## config.mk

```make
export PLATFORM = sky130hd
export DESIGN_NAME = vc_wrr_arbiter_flat
export DESIGN_NICKNAME = d
export VERILOG_FILES = /design/src/rtl/vc_wrr_arbiter_if.sv /design/src/rtl/vc_wrr_arbiter.sv /design/src/flat_wrapper.sv
export SDC_FILE = /design/constraint.sdc
export NUM_CORES = 1
export LEC_CHECK = 0
export CAP_MARGIN = 20
export CORE_MARGIN = 4
export CORE_UTILIZATION = 42
export DETAILED_ROUTE_END_ITERATION = 10
export GPL_ROUTABILITY_DRIVEN = 0
export PLACE_DENSITY_LB_ADDON = 0.25
export RECOVER_POWER = 50
export SKIP_LAST_GASP = 1
export SLEW_MARGIN = 5
export SYNTH_ARGS = -nofsm -noshare
export SYNTH_HDL_FRONTEND = slang
export SYNTH_SLANG_ARGS = --single-unit
```

## constraint.sdc

```tcl
create_clock -name clk -period 7.3 [get_ports clk]
set_input_delay 1.46 -clock clk [delete_from_list [all_inputs] [get_ports clk]]
set_output_delay 1.46 -clock clk [all_outputs]
set_load 0.02 [all_outputs]
```

## src/rtl/vc_wrr_arbiter_if.sv

```systemverilog
// rtl/vc_wrr_arbiter_if.sv - weight config, per-VC source streams and merged destination stream
interface vc_wrr_arbiter_if #(
    parameter int N_VC      = 4,
    parameter int DATA_SIZE = 32,
    parameter int WEIGHT_W  = 4
);
    localparam int IDX_W = $clog2(N_VC);

    logic [N_VC*WEIGHT_W-1:0]  cfg_weight_i;
    logic [N_VC-1:0]           src_valid_i;
    logic [N_VC-1:0]           src_last_i;
    logic [N_VC*DATA_SIZE-1:0] src_data_i;
    logic [N_VC-1:0]           src_ready_o;
    logic                      dst_valid_o;
    logic                      dst_ready_i;
    logic [DATA_SIZE-1:0]      dst_data_o;
    logic                      dst_last_o;
    logic [IDX_W-1:0]          dst_vc_o;

    modport slave (
        input  cfg_weight_i,
        input  src_valid_i,
        input  src_last_i,
        input  src_data_i,
        output src_ready_o,
        output dst_valid_o,
        input  dst_ready_i,
        output dst_data_o,
        output dst_last_o,
        output dst_vc_o
    );

    modport master (
        output cfg_weight_i,
        output src_valid_i,
        output src_last_i,
        output src_data_i,
        input  src_ready_o,
        input  dst_valid_o,
        output dst_ready_i,
        input  dst_data_o,
        input  dst_last_o,
        input  dst_vc_o
    );
endinterface

```

## src/rtl/vc_wrr_arbiter.sv

```systemverilog
// rtl/vc_wrr_arbiter.sv - packet-aware weighted round-robin merge of N_VC beat streams
module vc_wrr_arbiter #(
    parameter int N_VC      = 4,
    parameter int DATA_SIZE = 32,
    parameter int WEIGHT_W  = 4
) (
    input  logic               clk,
    input  logic               rst_n,
    vc_wrr_arbiter_if.slave    bus
);
    localparam int                IDX_W   = $clog2(N_VC);
    localparam logic [IDX_W-1:0]  LAST_VC = IDX_W'(N_VC - 1);

    // ST_FRESH: no phase since reset, so the first grant always comes from the scan
    typedef enum logic [1:0] {
        ST_FRESH  = 2'd0,
        ST_OPEN   = 2'd1,
        ST_LOCKED = 2'd2
    } arb_state_t;

    arb_state_t              r_state;
    arb_state_t              w_state_nxt;
    logic [IDX_W-1:0]        r_cur;
    logic [WEIGHT_W-1:0]     r_cnt;

    logic                    r_dst_valid;
    logic [DATA_SIZE-1:0]    r_dst_data;
    logic                    r_dst_last;
    logic [IDX_W-1:0]        r_dst_vc;

    logic [WEIGHT_W-1:0]     w_weight [N_VC];
    logic [N_VC-1:0]         w_elig;
    logic                    w_scan_found;
    logic [IDX_W-1:0]        w_scan_idx;
    logic [IDX_W-1:0]        w_scan_try;
    logic                    w_sel_valid;
    logic [IDX_W-1:0]        w_sel;
    logic                    w_new_phase;
    logic                    w_accept;
    logic                    w_xfer;
    logic                    w_sel_last;
    logic [DATA_SIZE-1:0]    w_sel_data;
    logic [N_VC-1:0]         w_ready;

    genvar gi;
    generate
        for (gi = 0; gi < N_VC; gi++) begin : g_ch
            assign w_weight[gi] = bus.cfg_weight_i[gi*WEIGHT_W +: WEIGHT_W];
            assign w_elig[gi]   = bus.src_valid_i[gi] && (w_weight[gi] != '0);
        end
    endgenerate

    // Rotating search starting one past the current owner; the owner itself is tried last
    always_comb begin
        w_scan_found = 1'b0;
        w_scan_idx   = '0;
        w_scan_try   = '0;
        for (int k = 1; k <= N_VC; k++) begin
            w_scan_try = IDX_W'((int'(r_cur) + k) % N_VC);
            if (!w_scan_found && w_elig[w_scan_try]) begin
                w_scan_found = 1'b1;
                w_scan_idx   = w_scan_try;
            end
        end
    end

    always_comb begin
        w_sel_valid = 1'b0;
        w_sel       = r_cur;
        w_new_phase = 1'b0;
        if (r_state == ST_LOCKED) begin
            w_sel_valid = 1'b1;
        end else if ((r_state == ST_OPEN) && w_elig[r_cur] && (r_cnt < w_weight[r_cur])) begin
            w_sel_valid = 1'b1;
        end else if (w_scan_found) begin
            w_sel_valid = 1'b1;
            w_sel       = w_scan_idx;
            w_new_phase = 1'b1;
        end
    end

    assign w_accept   = !r_dst_valid || bus.dst_ready_i;
    assign w_sel_last = bus.src_last_i[w_sel];
    assign w_sel_data = bus.src_data_i[int'(w_sel)*DATA_SIZE +: DATA_SIZE];
    assign w_xfer     = w_sel_valid && w_accept && bus.src_valid_i[w_sel];

    always_comb begin
        w_ready = '0;
        if (w_sel_valid && w_accept) begin
            w_ready[w_sel] = 1'b1;
        end
    end

    always_comb begin
        w_state_nxt = r_state;
        if (w_xfer) begin
            w_state_nxt = w_sel_last ? ST_OPEN : ST_LOCKED;
        end
    end

    always_ff @(posedge clk or negedge rst_n) begin
        if (!rst_n) begin
            r_state <= ST_FRESH;
        end else begin
            r_state <= w_state_nxt;
        end
    end

    // Quota counter counts completed TLPs of the current phase; bounded by the weight
    always_ff @(posedge clk or negedge rst_n) begin
        if (!rst_n) begin
            r_cur <= LAST_VC;
            r_cnt <= '0;
        end else if (w_xfer) begin
            r_cur <= w_sel;
            if (w_new_phase) begin
                r_cnt <= WEIGHT_W'(w_sel_last);
            end else begin
                r_cnt <= r_cnt + WEIGHT_W'(w_sel_last);
            end
        end
    end

    always_ff @(posedge clk or negedge rst_n) begin
        if (!rst_n) begin
            r_dst_valid <= 1'b0;
            r_dst_data  <= '0;
            r_dst_last  <= 1'b0;
            r_dst_vc    <= '0;
        end else if (w_xfer) begin
            r_dst_valid <= 1'b1;
            r_dst_data  <= w_sel_data;
            r_dst_last  <= w_sel_last;
            r_dst_vc    <= w_sel;
        end else if (bus.dst_ready_i) begin
            r_dst_valid <= 1'b0;
        end
    end

    assign bus.src_ready_o = w_ready;
    assign bus.dst_valid_o = r_dst_valid;
    assign bus.dst_data_o  = r_dst_data;
    assign bus.dst_last_o  = r_dst_last;
    assign bus.dst_vc_o    = r_dst_vc;
endmodule

```

## src/flat_wrapper.sv

```systemverilog
// flat-port wrapper written by rule: the top's interface ports become plain ports
module vc_wrr_arbiter_flat 
#(
    parameter int N_VC      = 4,
    parameter int DATA_SIZE = 32,
    parameter int WEIGHT_W  = 4
)
  (clk, rst_n, bus_cfg_weight_i, bus_src_valid_i, bus_src_last_i, bus_src_data_i, bus_src_ready_o, bus_dst_valid_o, bus_dst_ready_i, bus_dst_data_o, bus_dst_last_o, bus_dst_vc_o);
  vc_wrr_arbiter_if #(.N_VC(N_VC), .DATA_SIZE(DATA_SIZE), .WEIGHT_W(WEIGHT_W)) bus_i ();
  input  logic clk;
  input  logic rst_n;
  input wire logic [$bits(bus_i.cfg_weight_i)-1:0] bus_cfg_weight_i;
  input wire logic [$bits(bus_i.src_valid_i)-1:0] bus_src_valid_i;
  input wire logic [$bits(bus_i.src_last_i)-1:0] bus_src_last_i;
  input wire logic [$bits(bus_i.src_data_i)-1:0] bus_src_data_i;
  output wire logic [$bits(bus_i.src_ready_o)-1:0] bus_src_ready_o;
  output wire logic [$bits(bus_i.dst_valid_o)-1:0] bus_dst_valid_o;
  input wire logic [$bits(bus_i.dst_ready_i)-1:0] bus_dst_ready_i;
  output wire logic [$bits(bus_i.dst_data_o)-1:0] bus_dst_data_o;
  output wire logic [$bits(bus_i.dst_last_o)-1:0] bus_dst_last_o;
  output wire logic [$bits(bus_i.dst_vc_o)-1:0] bus_dst_vc_o;
  assign bus_i.cfg_weight_i = bus_cfg_weight_i;
  assign bus_i.src_valid_i = bus_src_valid_i;
  assign bus_i.src_last_i = bus_src_last_i;
  assign bus_i.src_data_i = bus_src_data_i;
  assign bus_src_ready_o = bus_i.src_ready_o;
  assign bus_dst_valid_o = bus_i.dst_valid_o;
  assign bus_i.dst_ready_i = bus_dst_ready_i;
  assign bus_dst_data_o = bus_i.dst_data_o;
  assign bus_dst_last_o = bus_i.dst_last_o;
  assign bus_dst_vc_o = bus_i.dst_vc_o;
  vc_wrr_arbiter #(.N_VC(N_VC), .DATA_SIZE(DATA_SIZE), .WEIGHT_W(WEIGHT_W)) u_core (.clk(clk), .rst_n(rst_n), .bus(bus_i));
endmodule
```

# --- Yosys cells after proc, flatten, opt, wreduce, memory -nomap -nowiden ---
# Cells that the tools add are included.
op_classes:
  n_addsub: 5
  mul: 0
  div_mod_pow: 0
  magnitude_cmp: 9
  eq_ne: 2
  n_shift: 1
  n_mux: 40
  n_bitwise: 1
  reduce_logical: 22
op_table:
  columns: ["cell", "count"]
  rows:
  - ["$shiftx A128 B8 Y32", 1]
  - ["$mux W1", 19]
  - ["$lt A2 B3 Y1 const B", 6]
  - ["$mux W2", 8]
  - ["$mux W4", 4]
  - ["$reduce_bool A4 Y1", 4]
  - ["$bmux W1 S2", 7]
  - ["$logic_and A1 B1 Y1", 12]
  - ["$bmux W4 S2", 1]
  - ["$add A2 B1 Y2 const B", 2]
  - ["$add A2 B2 Y2 const B", 2]
  - ["$add A4 B1 Y4", 1]
  - ["$logic_not A1 Y1", 4]
  - ["$lt A4 B4 Y1", 1]
  - ["$ge A3 B3 Y1 const B", 1]
  - ["$not A2 Y3", 1]
  - ["$demux W1 S2", 1]
  - ["$eq A2 B1 Y1 const B", 1]
  - ["$eq A2 B2 Y1 const B", 1]
  - ["$ge A2 B1 Y1 const B", 1]
  - ["$reduce_bool A2 Y1", 1]
  - ["$logic_or A1 B1 Y1", 1]
totals:
  regBits: 44
  latch_bits: 0
  ram_bits: 0
  romBits: 0
  inputBits: 155
  output_inout_bits: 40
  word_cells: 87
  mem_count: 0

# --- Longest topological paths before layout ---
# Gate-level depths: netlist (run 1).
depth:
  word_depth: 22
  depth_mapped: 17
  mapped_depth_nobuf: 14

# --- Worst setup path after synthesis (run 1) ---
# No wires, ideal clock.
synth_timing:
  kind: "in2out"
  start: "in bus_cfg_weight_i[15]"
  end: "out bus_src_ready_o[0]"
  t_arrival_ns: 4.220
  setup_slack_ns: 1.620
  cell_stages: 12
  n_path_buf: 2
  path_cell_list: "mux4_2 inv_1 ha_1 nand2_1 nand3_1 o32ai_2 nor3_4 xnor2_2 buf_2 buf_2 inv_2 nor3_1"
synth_via:
  elab_chain_cells: 22
  word_cells_on_any_way: 45
  cone_classes: "3 x order compare; 30 x mux; 12 x reduce/logical"
synth_lines:
  columns: ["element", "line", "source"]
  rows:
  - ["from (decl)", "flat_wrapper.sv:12", "input wire logic [$bits(bus_i.cfg_weight_i)-1:0] bus_cfg_weight_i;"]
  - ["$reduce_bool A4 Y1", "vc_wrr_arbiter.sv:49", "assign w_elig[gi] = bus.src_valid_i[gi] && (w_weight[gi] != '0);"]
  - ["$logic_and A1 B1 Y1", "vc_wrr_arbiter.sv:49", null]
  - ["$bmux W1 S2", "vc_wrr_arbiter.sv:60", "if (!w_scan_found && w_elig[w_scan_try]) begin"]
  - ["$mux W1 (implied by the code)", "vc_wrr_arbiter.sv:60", null]
  - ["$mux W1", "vc_wrr_arbiter.sv:60", null]
  - ["$logic_not A1 Y1", "vc_wrr_arbiter.sv:60", null]
  - ["$logic_and A1 B1 Y1", "vc_wrr_arbiter.sv:60", null]
  - ["$mux W1", "vc_wrr_arbiter.sv:60", null]
  - ["[... 6 more ...]", null, null]
  - ["$mux W2", "vc_wrr_arbiter.sv:75", "end else if (w_scan_found) begin"]
  - ["$mux W2", "vc_wrr_arbiter.sv:73", "end else if ((r_state == ST_OPEN) && w_elig[r_cur] && (r_cnt < w_weight[r_cur])) begin"]
  - ["$mux W2", "vc_wrr_arbiter.sv:71", "if (r_state == ST_LOCKED) begin"]
  - ["$lt A2 B3 Y1 (implied by the code) / $ge A2 B1 Y1 (equally long branches)", "vc_wrr_arbiter.sv:90", "w_ready[w_sel] = 1'b1;"]
  - ["$logic_and A1 B1 Y1 (implied by the code)", "vc_wrr_arbiter.sv:90", null]
  - ["$mux W1 (implied by the code)", "vc_wrr_arbiter.sv:90", null]
  - ["$demux W1 S2", null, null]
  - ["$mux W4 (*)", "vc_wrr_arbiter.sv:89", "if (w_sel_valid && w_accept) begin"]
  - ["to (decl)", "flat_wrapper.sv:16", "output wire logic [$bits(bus_i.src_ready_o)-1:0] bus_src_ready_o;"]
# Mark *: on every way between the ends. The rest lies on a longest branch, timed or not. The select of a mux whose other input is x is not followed.

# --- Final worst setup path (run 1) ---
layout_timing:
  start: "in bus_cfg_weight_i[15]"
  end: "out bus_src_ready_o[3]"
# The elaborated chain is that of the path after synthesis.

==> results.cfg, run 1 <==
[global_routing]
antenna_found_initial = 0
grt_max_degree = 44
grt_pass1_vias = 3461
grt_pass1_wl_um = 16800
grt_usage_pct = 21.5
grt-ovfl-total = 0

[layout]
antenna_cells = 0
area_growth_pct = 61.6
nets = 645
num-fill-cells = 603
final_cell_area_sq_um = 5480
drive_above_1_share_pct = 7.00

[worst_setup_path]
ff2ff_setup_slack_ps = 2100
r2r_start = u_core.r_cur[1]
r2r_end = u_core.bus.dst_data_o[2]
start_kind = primary input
reg2reg_depth = 12
worstPathMaxFanout = 21
end_kind = primary output
worst_ep_arrival_time_ps = 5070
worstPathRequired_ps = 5840
path_class = primary input to primary output
critPathLaunch = bus_cfg_weight_i[15]

[clock_network]
postCtsSetupRepairBufs = 0
cts_buffers = 5
ctsHoldBuffers = 0
cts_resized = 0
cts_root_buf = clkbuf_8
cts_tree = done
htree_levels = 2
clk_latency_ps = 300
cts.sinks = 43
clockBufferDepth = 2
path_clk_slew_ps = 80

[power_and_ir_drop]
power.leakage_nw = 2.36
power_density_nw_per_um2 = 470
total_power_mw = 2.58
seqPwrFrac_pct = 18.5
clkPwrFrac_pct = 5.8
p_sw_mw = 1.15
p_comb_share_pct = 75.7
swShare_pct = 44.5
internal_power_mw = 1.43
ir_drop_mv = 0.399

[hold_path]
hold_class = flop to flop
hold_path_end = u_core.bus.dst_data_o[13]
hp-start = u_core.bus.dst_data_o[13]
min_path_cells = 1

[placed_design]
portBuffers = 194
place_area_sq_um = 5390
dp_hpwl_um = 8660

[floorplan]
rows = 32
die_x_um = 97.8
dieArea_sq_um = 9570
ios = 195
die_y_um = 97.8
start_util_pct = 43.6
coreArea_sq_um = 7770

[timing]
finalCriticalPeriod_ps = 6530
post-route-period-util_pct = 89.5
drv_slew = 41
relSlewSlack_pct = -42.6
hold_violations = 0
finClkSkew_ps = 13.3
setup_viol = 0
fin_setup_tns_ps = 0
worst_pin_slew_ps = 2140
max_freq_mhz = 153
rsz0062_at_grt = no

[yosys]
synth_edf_count = 0
synth_area_leaders = dfrtp_1 30%, mux2i_1 30%, mux2_1 9.6%
yosys_warnings = 0
synth_common_cells = 100 x mux2i_1, 41 x dfrtp_1, 29 x mux2_1
yosysTopAreaCell = dfrtp_1
syn_avg_cell_area_sq_um = 11.3
netlist_instances = 300
ys_types = 42
syn_nets = 460
ys_seq_area_share_pct = 31.8
synth.most_common_cell = mux2i_1
ys_ff_latch = 43
synthArstFlopShare_pct = 100
syn-cell-area_sq_um = 3390
synth_top_area_share_pct = 30.3
synthFlopType = dfrtp_1

[drt]
drt_iter0_drc = 112
vias = 3191
drtPass1Iterations = 4
wl_um = 10500
routed_via_density = 5.43
ant_nets = 0
wl_per_cell_um = 17.9
drc = 0

[outcome]
outcome = complete, but fails checks
violations = capacitance limit, slew limit

[run]
drv_cap = 1
## kinds of logic (layout without fill, tap and decap cells)
kind of cell	count (synthesis)	after routing	synth area share, %
multiplexers	143	143	45.8
AO/OA/AOI/OAI	36	36	9.19
XOR/XNOR	2	2	0.738
adder cells (fa/ha/maj)	5	5	1.85
flip-flops	43	43	31.8
buffers and inverters	27	213	3.73
AND/OR/NAND/NOR	44	44	6.87
## cell type report
class / count / area (sq um) / area share (%)
timing repair buffer: 198 / 1960 / 35.8
multi-input combinational: 230 / 2200 / 40.1
tap: 102 / 128 / 2.33
clock buffer: 6 / 72.6 / 1.33
sequential: 43 / 1080 / 19.7
inverter: 7 / 26.3 / 0.480
clock inverter: 2 / 12.5 / 0.228
## through the flow
stage          std cells  worst slack [ps]  hold slack, ps  utilization, %
2_1_floorplan        300              1620             489               -
3_3_place_gp         579               919             467            69.4
3_5_place_dp         579               776             474            69.4
4_1_cts              587               769             495            70.5
5_1_grt              588               575             495            70.5
6_report             588               767             481            70.5
## worst max path at each step
stage,to,slack [ps]
after floorplan,bus_src_ready_o[0],1620
after global placement,bus_src_ready_o[2],920
after detailed placement,bus_src_ready_o[2],780
after CTS,bus_src_ready_o[2],770
after global routing,bus_src_ready_o[3],570
final,bus_src_ready_o[3],770
## flip-flops by register name, summed over array words and instances (netlist names)
signal and count:
u_core.r_cnt 4, u_core.bus.dst_vc_o 2, u_core.bus.dst_valid_o 1, u_core.r_state 2
u_core.bus.dst_data_o 32, u_core.r_cur 2
## placed cells by master (no fill, tap or decap), types with 2 or more instances in the layout
cell type / synthesis / routed
nor3_1: 4 / 4
mux2_2: 8 / 8
a32o_1: 3 / 3
o21ai_0: 3 / 3
buf_4: 0 / 3
o41a_1: 4 / 4
nand2b_1: 5 / 5
mux2i_1: 100 / 100
ha_1: 5 / 5
dlygate4sd3_1: 0 / 20
mux2_1: 29 / 29
dfrtp_1: 41 / 41
nor2_1: 8 / 8
inv_1: 6 / 6
nor4_1: 2 / 2
dfstp_2: 2 / 2
a211oi_1: 2 / 2
o41ai_2: 3 / 3
a32oi_1: 3 / 3
clkbuf_8: 0 / 5
clkbuf_1: 8 / 3
nand3b_1: 2 / 2
and3_1: 3 / 3
o21a_1: 3 / 3
a21oi_1: 7 / 7
nand2_1: 10 / 10
or3_1: 2 / 2
a311oi_1: 2 / 2
nand3_1: 4 / 4
mux4_2: 6 / 6
clkdlybuf4s50_1: 0 / 173
## worst max-delay path, cell delays in order
cell             delay [ps]
clkdlybuf4s50_1         460
mux4_2                  480
inv_1                    70
ha_1                    240
nand2_1                 100
nand3_1                 130
o32ai_2                 500
a311oi_1                110
mux2_2                  660
and3_1                  250
clkdlybuf4s50_1         610
## routing by layer
layer | share of wire [%] | vias to the layer above | wire length, um | GRT usage, %
met5 | 0 | - | 0 | 0
li1 | - | 1515 | - | -
met2 | 53 | 145 | 5590 | 40.2
met4 | 2.3 | 0 | 243 | 6.50
met3 | 8.6 | 20 | 904 | 6.64
met1 | 36 | 1511 | 3780 | 23.2
## power by group through the flow
stage          clock network (mW)  registers [mW]  logic (mW)
2_1_floorplan                   0           0.562        1.35
3_3_place_gp                    0           0.475        1.96
3_5_place_dp                    0           0.483        2.00
4_1_cts                     0.157           0.480        2.00
5_1_grt                     0.167           0.496        2.12
6_report                    0.150           0.477        1.95
Power figures use the tool's default switching activity.
==> run 2, diff against run 1 <==
--- a/config.mk
+++ b/config.mk
@@ -5,7 +5,6 @@
 export SDC_FILE = /design/constraint.sdc
 export NUM_CORES = 1
 export LEC_CHECK = 0
-export CAP_MARGIN = 20
 export CORE_MARGIN = 4
 export CORE_UTILIZATION = 42
 export DETAILED_ROUTE_END_ITERATION = 10
==> constraint.sdc (replaced) <==
create_clock -name clk -period 7.3 [get_ports clk]
set_input_delay 1.46 -clock clk [delete_from_list [all_inputs] [get_ports clk]]
set_output_delay 1.46 -clock clk [all_outputs]
set_load 0.005 [all_outputs]
==> results.cfg, run 2 (same netlist as run 1, synthesis figures left out) <==
[worst_setup_path]
reg2reg_depth = 12
critPathLaunch = bus_cfg_weight_i[15]
start_kind = primary input
cpPeakStageDelay_ps = 650
cp-endpoint = bus_src_ready_o[3]
r2r_start = u_core.r_cur[1]
ff2ff_setup_slack_ps = 2180
end_kind = primary output
worst_ep_arrival_time_ps = 4900
path_class = primary input to primary output
critical-path-slowest-cell = mux2_2
r2r_end = u_core.bus.dst_data_o[4]
path_common_cell = clkdlybuf4s50_1
path_cells = clkdlybuf4s50_1 -> mux4_2 -> inv_1 -> ha_1 -> nand2_1 -> nand3_1 -> o32ai_2 -> a311oi_1 -> mux2_2 -> and3_1 -> clkdlybuf4s50_1
worstPathMaxFanout = 20
worstPathRequired_ps = 5840

[global_routing]
grtUsageMet3_pct = 6.36
grt_max_degree = 44
grt_pass1_wl_um = 16300
grt_pass1_vias = 3296
grt_use_met1_pct = 23.2
grt_usage_pct = 21.0
grt-busiest-layer = met2
grt-ovfl-total = 0
gr-usage-met2_pct = 39.5
antenna_found_initial = 0

[layout]
num-fill-cells = 615
final_cell_area_sq_um = 5500
drive_above_1_share_pct = 7.22
antenna_cells = 0
mostFrequentLayoutCells = 173 x clkdlybuf4s50_1, 100 x mux2i_1, 41 x dfrtp_1, 29 x mux2_1, 20 x dlygate4sd3_1
layout_commonest_cell = clkdlybuf4s50_1
area_growth_pct = 62.3
nets = 644
largest_reg_flops = 32

[clock_network]
cts_root_buf = clkbuf_8
cts_buffers = 5
cts.sinks = 43
path_clk_slew_ps = 90
postCtsSetupRepairBufs = 0
clockBufferDepth = 2
cts_tree = done
cts_resized = 0
htree_levels = 2
clk_latency_ps = 290
ctsHoldBuffers = 0

[outcome]
violations = capacitance limit, slew limit
outcome = complete, but fails checks

[drt]
drc = 0
drtPass1Iterations = 4
routed_via_density = 5.41
wl_per_cell_um = 17.6
vias = 3178
wl_um = 10300
ant_nets = 0
drt_iter0_drc = 77

[timing]
relSlewSlack_pct = -57.4
worst_pin_slew_ps = 2360
rsz0062_at_grt = no
whs_ps = 483
finalCriticalPeriod_ps = 6360
max_freq_mhz = 157
finClkSkew_ps = 6.67
hold_violations = 0
post-route-period-util_pct = 87.2
fin_setup_tns_ps = 0
setup_viol = 0
drv_slew = 44

[placed_design]
dp_hpwl_um = 8540
place_area_sq_um = 5390
portBuffers = 194

[floorplan]
start_util_pct = 43.6
die_x_um = 97.8
ios = 195
dieArea_sq_um = 9570
coreArea_sq_um = 7770
rows = 32
die_y_um = 97.8

[power_and_ir_drop]
power.leakage_nw = 2.37
ir_drop_mv = 0.252
power_density_nw_per_um2 = 449

[run]
drv_cap = 1

[hold_path]
hp-start = u_core.bus.dst_data_o[10]
hold_class = flop to flop
## run 2: changes by cell type in the layout (fill, tap and decap cells not counted), sizes merged
cell / change
clkinv: +1
clkbuf: -2
bufinv: +1
clkinvlp: -1
## run 2: worst min-delay path by stage
stage                     slack (ps)                        end  cells past startpoint
after floorplan                  480   u_core.bus.dst_data_o[1]                      1
after global routing             510  u_core.bus.dst_data_o[13]                      1
after detailed placement         480  u_core.bus.dst_data_o[10]                      1
after CTS                        500  u_core.bus.dst_data_o[10]                      1
final                            480  u_core.bus.dst_data_o[10]                      1
after global placement           470  u_core.bus.dst_data_o[10]                      1
## run 2: layer usage
metal,wire length [um],vias up
met4,127,0
met5,0,-
li1,-,1522
met3,886,8
met2,5520,145
met1,3770,1503
## run 2: cell type report
cell class	count	area, sq um	area share, %
tap	102	128	2.32
multi-input combinational	230	2200	39.9
timing repair buffer	197	1960	35.6
clock buffer	5	68.8	1.25
sequential	43	1080	19.6
inverter	7	26.3	0.478
clock inverter	3	43.8	0.796
## run 2: worst max-delay path: cells and delay by family
family / cells / cell delay [ps]
muxes: 2 / 1150
and+or+nand+nor: 3 / 420
adders and majority gates: 1 / 230
buffers and inverters: 3 / 1040
AOI/OAI and AO/OA: 2 / 580
## run 2: per-stage QoR
step | cells | total power [mW] | setup slack (ps) | utilization, %
after global routing | 587 | 2.67 | 761 | 70.8
after detailed placement | 579 | 2.34 | 945 | 69.4
after global placement | 579 | 2.29 | 1050 | 69.4
after CTS | 587 | 2.53 | 943 | 70.8
final | 587 | 2.47 | 935 | 70.8
after floorplan | 300 | 1.77 | 1870 | -
## run 2: where the power goes
| part | switching, mW | internal (mW) |
|---|---|---|
| clock | 0.0862 | 0.102 |
| combinational | 0.824 | 0.983 |
| sequential | 0.100 | 0.376 |
==> run 3, diff against run 2 <==
--- a/config.mk
+++ b/config.mk
@@ -5,8 +5,10 @@
 export SDC_FILE = /design/constraint.sdc
 export NUM_CORES = 1
 export LEC_CHECK = 0
+export CELL_PAD_IN_SITES_DETAIL_PLACEMENT = 1
+export CELL_PAD_IN_SITES_GLOBAL_PLACEMENT = 2
 export CORE_MARGIN = 4
-export CORE_UTILIZATION = 42
+export CORE_UTILIZATION = 24
 export DETAILED_ROUTE_END_ITERATION = 10
 export GPL_ROUTABILITY_DRIVEN = 0
 export PLACE_DENSITY_LB_ADDON = 0.25
==> results.cfg, run 3 (same netlist as run 1, synthesis figures left out) <==
[timing]
fin_ws_ps = 1160
max_freq_mhz = 163
finClkSkew_ps = 6.77
hold_violations = 0
finalCriticalPeriod_ps = 6140
worst_pin_slew_ps = 2430
setup_viol = 0
drv_slew = 44
relSlewSlack_pct = -62.0
post-route-period-util_pct = 84.1
rsz0062_at_grt = no
whs_ps = 487
fin_setup_tns_ps = 0

[power_and_ir_drop]
swShare_pct = 41.4
power.leakage_nw = 2.38
clkPwrFrac_pct = 8.6
power_density_nw_per_um2 = 453
ir_drop_mv = 0.251
p_sw_mw = 1.05
seqPwrFrac_pct = 18.8
internal_power_mw = 1.49
total_power_mw = 2.54
p_comb_share_pct = 72.6

[worst_setup_path]
path_class = primary input to primary output
critPathLaunch = bus_cfg_weight_i[13]
reg2reg_depth = 13
worst_ep_arrival_time_ps = 4680
worstPathMaxFanout = 9
r2r_start = u_core.r_cur[1]
cp-endpoint = bus_src_ready_o[0]
start_kind = primary input
r2r_end = u_core.r_cnt[0]
ff2ff_setup_slack_ps = 2510
worstPathRequired_ps = 5840
end_kind = primary output

[placed_design]
place_area_sq_um = 5490
pre_cts_ws_ps = 1130
dp_hpwl_um = 9830
portBuffers = 194

[clock_network]
htree_levels = 2
cts_buffers = 5
cts.sinks = 43
cts_root_buf = clkbuf_16
path_clk_slew_ps = 70
cts_resized = 0
clockBufferDepth = 2
clk_latency_ps = 290
postCtsSetupRepairBufs = 0
cts_tree = done
ctsHoldBuffers = 0

[floorplan]
die_x_um = 127
dieArea_sq_um = 16100
rows = 43
coreArea_sq_um = 13900
ios = 195
start_util_pct = 24.4
die_y_um = 127

[layout]
largest_reg_flops = 32
area_growth_pct = 65.7
final_cell_area_sq_um = 5620
mostFrequentLayoutCells = 173 x clkdlybuf4s50_1, 100 x mux2i_1, 41 x dfrtp_1, 29 x mux2_1, 20 x dlygate4sd3_1
nets = 644
drive_above_1_share_pct = 6.83
antenna_cells = 0
layout_commonest_cell = clkdlybuf4s50_1

[global_routing]
grt_max_degree = 47
grt-ovfl-total = 0
grt_usage_pct = 14.8
grt_pass1_vias = 3500
antenna_found_initial = 0
grt_pass1_wl_um = 18900

[outcome]
violations = capacitance limit, slew limit
outcome = complete, but fails checks

[run]
drv_cap = 1

[drt]
vias = 3153
ant_nets = 0
drc = 0
wl_um = 12200
drtPass1Iterations = 4
drt_iter0_drc = 58
routed_via_density = 4.76
wl_per_cell_um = 18.4

[hold_path]
hold_class = flop to flop
run 3: changes by cell type in the layout (fill, tap and decap cells not counted), sizes merged:
cell      before  now
clkinv         2    0
clkinvlp       0    1
bufinv         1    0
run 3: metrics by stage:
stage	std cells	utilization, %
floorplan	300	-
global placement	657	39.5
detailed placement	657	39.5
CTS	663	40.5
global route	663	40.5
finish	663	40.5
run 3: critical path, stage by stage:
cell and delay [ps]:
clkdlybuf4s50_1 470, mux4_2 500, inv_1 80, ha_1 160, o211ai_1 100, a21oi_1 200, o32ai_2 150, a311oi_1 330
mux2_2 480, nor3_1 210, clkdlybuf4s50_1 530
run 3: layer usage:
metal	up-vias	global-route usage (%)	wire length (um)
li1	1503	-	-
met1	1505	16.7	4900
met2	135	25.6	5950
met3	10	6.78	1240
met4	0	2.90	99
met5	-	0	0
run 3: area by class of cell:
| cell class | instances | area [sq um] |
|---|---|---|
| fillers | 1574 | 8260 |
| multi-input cells | 230 | 2200 |
| repair buffers | 197 | 1960 |
| clock buffers | 5 | 125 |
| flip-flops and latches | 43 | 1080 |
| well taps | 180 | 225 |
| clock inverters | 1 | 7.51 |
| inverters | 7 | 26.3 |
run 3: worst min path at each step:
| stage | endpoint | start | cells after the start |
|---|---|---|---|
| 6_report | u_core.bus.dst_data_o[22] | u_core.bus.dst_data_o[22] | 1 |
| 3_5_place_dp | u_core.bus.dst_data_o[15] | u_core.bus.dst_data_o[15] | 1 |
| 2_1_floorplan | u_core.bus.dst_data_o[1] | u_core.bus.dst_data_o[1] | 1 |
| 5_1_grt | u_core.bus.dst_data_o[6] | u_core.bus.dst_data_o[6] | 1 |
| 4_1_cts | u_core.bus.dst_data_o[15] | u_core.bus.dst_data_o[15] | 1 |
| 3_3_place_gp | u_core.bus.dst_data_o[29] | u_core.bus.dst_data_o[29] | 1 |
run 3: power by group through the flow:
stage               sequential, mW  combinational, mW  clock (mW)
floorplan                    0.444               1.33           0
global placement             0.482               1.88           0
detailed placement           0.484               1.91           0
CTS                          0.483               1.92       0.226
global route                 0.501               2.03       0.237
finish                       0.478               1.85       0.218
